File: src/rtl/packet_streamer_pkg.sv
// Shared types, character constants and the nibble-to-ASCII helper for the
// packet streamer and the command parser's reply path.
package packet_streamer_pkg;

    typedef enum logic [2:0] {
        IDLE,
        NIBBLE,
        CSUM_HI,
        CSUM_LO,
        EOL
    } state_t;

    localparam logic [7:0] ASCII_ZERO = 8'h30;
    localparam logic [7:0] ASCII_A    = 8'h41;
    localparam logic [7:0] EOL_CHAR   = 8'h0D;

    // Uppercase hex digit for a 4-bit value.
    function automatic logic [7:0] hex_ascii(input logic [3:0] nibble);
        if (nibble < 4'd10) begin
            return ASCII_ZERO + {4'h0, nibble};
        end
        return ASCII_A + {4'h0, nibble - 4'd10};
    endfunction

endpackage

File: src/rtl/packet_streamer_if.sv
// Valid/ready byte stream between the packet streamer and the byte transmitter.
interface packet_streamer_if;

    logic [7:0] tx_byte;
    logic       tx_valid;
    logic       tx_ready;

    modport master (output tx_byte, output tx_valid, input tx_ready);
    modport slave  (input tx_byte, input tx_valid, output tx_ready);

endinterface

File: src/rtl/packet_streamer.sv
// Streams a latched packet as ASCII-hex characters, MSB nibble first, followed
// by a two-character additive checksum and a carriage return.
module packet_streamer
    import packet_streamer_pkg::*;
#(
    parameter int PACKET_SIZE = 256
) (
    input  logic                   sysclk,
    input  logic                   reset,
    input  logic                   enable,
    input  logic [PACKET_SIZE-1:0] packet_data,
    input  logic                   packet_valid,
    output logic                   busy,
    packet_streamer_if.master      tx,
    output logic [7:0]             overrun_count
);

    localparam int NIBBLES     = PACKET_SIZE / 4;
    localparam int NIBBLE_BITS = $clog2(NIBBLES) + 1;

    state_t                 state;
    state_t                 state_next;
    logic [PACKET_SIZE-1:0] shift_reg;
    logic [NIBBLE_BITS-1:0] nibble_count;
    logic [7:0]             checksum;
    logic                   handshake;
    logic                   accept;
    logic                   overrun;

    // NOTE: every signal driven here gets a default first, so no path can
    // leave a value unassigned and infer a latch.
    always_comb begin
        state_next  = state;
        busy        = (state != IDLE);
        tx.tx_valid = (state != IDLE);
        tx.tx_byte  = 8'h00;
        handshake   = (state != IDLE) && tx.tx_ready;
        // A new packet may start on the same cycle the terminator leaves.
        accept      = packet_valid && enable &&
                      ((state == IDLE) || ((state == EOL) && handshake));
        overrun     = packet_valid && enable && !accept;

        case (state)
            IDLE: begin
                if (accept) state_next = NIBBLE;
            end
            NIBBLE: begin
                tx.tx_byte = hex_ascii(shift_reg[PACKET_SIZE-1 -: 4]);
                if (handshake && (nibble_count == NIBBLE_BITS'(1))) begin
                    state_next = CSUM_HI;
                end
            end
            CSUM_HI: begin
                tx.tx_byte = hex_ascii(checksum[7:4]);
                if (handshake) state_next = CSUM_LO;
            end
            CSUM_LO: begin
                tx.tx_byte = hex_ascii(checksum[3:0]);
                if (handshake) state_next = EOL;
            end
            EOL: begin
                tx.tx_byte = EOL_CHAR;
                if (handshake) state_next = accept ? NIBBLE : IDLE;
            end
            default: state_next = IDLE;
        endcase
    end

    // NOTE: sequential state uses non-blocking assignments so every register
    // samples the pre-edge values regardless of statement order.
    always_ff @(posedge sysclk) begin
        if (reset) begin
            state <= IDLE;
        end else begin
            state <= state_next;
        end
    end

    // NOTE: the datapath is left out of reset; it is fully reloaded on every
    // acceptance and is never observed while the FSM sits in IDLE.
    always_ff @(posedge sysclk) begin
        if (accept) begin
            shift_reg    <= packet_data;
            checksum     <= 8'h00;
            nibble_count <= NIBBLE_BITS'(NIBBLES);
        end else if ((state == NIBBLE) && handshake) begin
            shift_reg    <= shift_reg << 4;
            checksum     <= checksum + tx.tx_byte;
            nibble_count <= nibble_count - NIBBLE_BITS'(1);
        end
    end

    always_ff @(posedge sysclk) begin
        if (reset) begin
            overrun_count <= 8'h00;
        end else if (overrun && (overrun_count != 8'hFF)) begin
            overrun_count <= overrun_count + 8'h01;
        end
    end

endmodule

File: src/flat_wrapper.sv
// flat-port wrapper written by rule: the top's interface ports become plain ports
module packet_streamer_flat import packet_streamer_pkg::*;
#(
    parameter int PACKET_SIZE = 256
)
  (sysclk, reset, enable, packet_data, packet_valid, busy, overrun_count, tx_tx_byte, tx_tx_valid, tx_tx_ready);
  packet_streamer_if tx_i ();
  input  logic sysclk;
  input  logic reset;
  input  logic enable;
  input  logic [PACKET_SIZE-1:0] packet_data;
  input  logic packet_valid;
  output logic busy;
  output logic [7:0] overrun_count;
  output wire logic [$bits(tx_i.tx_byte)-1:0] tx_tx_byte;
  output wire logic [$bits(tx_i.tx_valid)-1:0] tx_tx_valid;
  input wire logic [$bits(tx_i.tx_ready)-1:0] tx_tx_ready;
  assign tx_tx_byte = tx_i.tx_byte;
  assign tx_tx_valid = tx_i.tx_valid;
  assign tx_i.tx_ready = tx_tx_ready;
  packet_streamer #(.PACKET_SIZE(PACKET_SIZE)) u_core (.sysclk(sysclk), .reset(reset), .enable(enable), .packet_data(packet_data), .packet_valid(packet_valid), .busy(busy), .tx(tx_i), .overrun_count(overrun_count));
endmodule
File: config.mk
export PLATFORM = sky130hd
export DESIGN_NAME = packet_streamer_flat
export DESIGN_NICKNAME = d
export VERILOG_FILES = /design/src/rtl/packet_streamer_pkg.sv /design/src/rtl/packet_streamer_if.sv /design/src/rtl/packet_streamer.sv /design/src/flat_wrapper.sv
export SDC_FILE = /design/constraint.sdc
export NUM_CORES = 1
export LEC_CHECK = 0
export CORE_ASPECT_RATIO = 2
export CORE_MARGIN = 1.5
export CORE_UTILIZATION = 28
export CTS_CLUSTER_DIAMETER = 120
export DETAILED_ROUTE_END_ITERATION = 10
export PLACE_DENSITY_LB_ADDON = 0.15
export SLEW_MARGIN = 25
export SYNTH_ARGS = -nofsm -noshare
export SYNTH_HDL_FRONTEND = slang
export SYNTH_SLANG_ARGS = --single-unit
File: constraint.sdc
create_clock -name sysclk -period 10.1 [get_ports sysclk]
set_input_delay 1.01 -clock sysclk [delete_from_list [all_inputs] [get_ports sysclk]]
set_output_delay 1.01 -clock sysclk [all_outputs]
set_load 0.005 [all_outputs]
==> results.yml <==
status:
  status: "finished, final reports clean"
grt:
  grt_pass1_wl_mm: 53.18
  overflow: 0
  antenna_found_initial: 3
  grt_max_degree: 199
  track_usage: 0.1444
  grt_pass1_vias: 9816
synth:
  ys.flop_type: "edfxtp_1"
  synth_xor_area_frac: 0.01507
  yosys.area.top_type: "edfxtp_1"
  synthArstFlopShare: 0
  ys_ff_latch: 282
  synth.avg_cell_area_um2: 9.653
  ys_seq_area_frac: 0.6418
  synth.distinct_cells: 49
  syn_inst: 1325
  synthDominantCellAreaShare: 0.6011
  synth_nets: 1606
  synth_warnings: 0
  yosys.area_share.simple: 0.2612
  synth.most_common_cell: "nand2_1"
  synth_area_leaders: "edfxtp_1 60%, nand2_1 23%, dfxtp_1 4.1%"
  synth_adder_area_share: 0.02015
  synth_edf_count: 256
  synth_top_family_by_area: "simple AND/OR/NAND/NOR gates"
  synth_compound_area_frac: 0.03140
  synth_area_um2: 12790
  muxShareOfSynthArea: 0.004109
  synthTopCellsByCount: "784 x nand2_1, 256 x edfxtp_1, 37 x clkbuf_1"
drt:
  drt_wl_total_mm: 33.97
  met3RoutedLength_mm: 1.998
  wl_met2_mm: 17.28
  ant_nets: 0
  top_layer: "met5"
  vias: 9616
  via_per_inst: 4.462
  wl_per_cell_um: 15.76
  drt_pass1_iterations: 5
  drc: 0
  met1_length_mm: 13.92
  dr.first_iter.drc_count: 490
power_and_ir_drop:
  vdd_drop_max_uv: 110.1
  cellLeakagePower_uw: 0.006930
  p_per_area_nw_per_um2: 171.2
  power.total_uw: 2897
layout:
  num-nets-final: 1854
  final_area_um2: 16920
  largest_reg_flops: 256
  drive_gt1_frac: 0.03390
  syn_to_final_growth_pct: 32.29
  fin_util: 0.3760
  n_fill_cell: 4600
place:
  gp_congestion: 0.7576
  io_buffers: 277
  pre_cts_ws_ns: 4.873
  dpl_cell_area_um2: 16070
  hpwlAfterDp_mm: 22.82
clocking:
  postCtsHoldBufs: 0
  cts-root-buf: "clkbuf_16"
  htree_levels: 1
  clk_latency_ns: 0.56
  cts.path.max_buffers: 3
  cts_buffers: 28
  cts_tree: "yes"
  postCtsSetupBuffers: 0
  post_cts_resized: 0
  clock_sinks: 282
  clkTransAtPathRegs_ns: 0.07
critical_path:
  r2r_end: "u_core.shift_reg[253]"
  reg2reg_slack_ns: 5.67
  critical_path_class: "primary input to flip-flop"
  rr_startpoint: "u_core.state[1]"
  crit_start: "tx_tx_ready"
  cp-endpoint: "u_core.shift_reg[253]"
  cp.required_ns: 10.26
  crit_path_start_kind: "primary input"
  worstPathMaxFanout: 173
  arrival_ns: 4.79
  endpoint_kind: "flip-flop"
  r2r_cells: 5
die:
  design.core.area_um2: 45010
  io_pins: 279
  dieHeight_um: 305.3
  dieArea_um2: 47050
  start_util: 0.2842
  core.rowCount: 110
  die_width_um: 154.1
sta:
  worst_pin_slew_ns: 1.216
  fin_crit_sh: 0.4581
  fmax_mhz: 216.1
  hold_viol: 0
  finClkSkew_ns: 0.02121
  fin_ws_ns: 5.473
  setup_viol: 0
  tns_ns: 0
  slew_violations: 0
  rsz0062_at_grt: "no"
  fin_crit_ns: 4.627
  slew_headroom: 0.1893
job:
  cap_violations: 0
worst_hold_path:
  min_path_type: "flip-flop to flip-flop"
-- power by group --
group | internal (uW) | switching, uW
Combinational | 198 | 241
Clock | 512 | 459
Sequential | 1440 | 45.4
-- per-stage QoR --
stage          hold slack [ns]  instances
2_1_floorplan           0.4730       1325
3_3_place_gp            0.4956       2102
3_5_place_dp            0.4991       2102
4_1_cts                 0.5094       2152
5_1_grt                 0.5302       2155
6_report                0.5047       2155
-- layout by cell type, fill, tap and decap left out, types with 3 or more instances in the layout --
cell | synthesis | final
a211oi_1 | 8 | 8
a21o_1 | 3 | 3
a21oi_1 | 13 | 13
a22oi_1 | 4 | 4
and2_1 | 5 | 5
and3_1 | 3 | 3
buf_4 | 3 | 4
clkbuf_1 | 37 | 8
clkbuf_16 | 0 | 28
clkdlybuf4s50_1 | 0 | 277
clkinv_1 | 0 | 4
clkinv_2 | 0 | 4
dfxtp_1 | 26 | 26
edfxtp_1 | 256 | 256
ha_1 | 19 | 19
inv_1 | 10 | 10
mux2i_1 | 3 | 3
nand2_1 | 784 | 783
nand3_1 | 11 | 10
nor2_1 | 26 | 26
nor2b_1 | 10 | 10
nor3_1 | 4 | 4
o211ai_1 | 3 | 3
o21ai_0 | 15 | 15
o32ai_1 | 3 | 3
xnor2_1 | 10 | 10
xor2_1 | 12 | 12
-- routing by layer --
layer,up-vias,track usage
li1,4836,-
met1,4459,0.1752
met2,276,0.2563
met3,43,0.02764
met4,2,0.04471
met5,-,0
-- worst min-delay path by stage --
stage | start | cells past startpoint | slack [ns] | end
after floorplan | u_core.checksum[7] | 1 | 0.47 | u_core.checksum[7]
after global placement | u_core.shift_reg[188] | 2 | 0.50 | u_core.shift_reg[192]
after detailed placement | u_core.shift_reg[217] | 2 | 0.50 | u_core.shift_reg[221]
after CTS | u_core.shift_reg[84] | 2 | 0.51 | u_core.shift_reg[88]
after global routing | u_core.shift_reg[130] | 2 | 0.53 | u_core.shift_reg[134]
final | u_core.shift_reg[84] | 2 | 0.50 | u_core.shift_reg[88]
-- cell families (layout without fill, tap and decap cells) --
kind of cell,after synthesis,in the layout
compound gates,61,61
other cells,1,3
simple gates,857,857
xor+xnor,22,22
buf+inv,77,345
flops,282,282
fa+ha+maj,20,20
mux,5,5
-- worst max-delay path: stages --
cell and delay (ns):
clkdlybuf4s50_1 0.59, nand2b_1 0.25, nand3_4 0.57, nand2_4 0.68, buf_4 0.63, buf_12 0.55
-- area by class of cell --
| cell class | count | area, um2 | area share |
|---|---|---|---|
| Antenna cell | 2 | 5.005 | 0.0002958 |
| Clock buffer | 36 | 730.7 | 0.04319 |
| Timing Repair Buffer | 285 | 2882 | 0.1703 |
| Multi-Input combinational cell | 966 | 4269 | 0.2523 |
| Tap cell | 560 | 700.7 | 0.04141 |
| Inverter | 10 | 37.54 | 0.002218 |
| Sequential cell | 282 | 8208 | 0.4851 |
| Clock inverter | 14 | 87.58 | 0.005176 |
No activity file was read; power rests on OpenSTA's default activity.
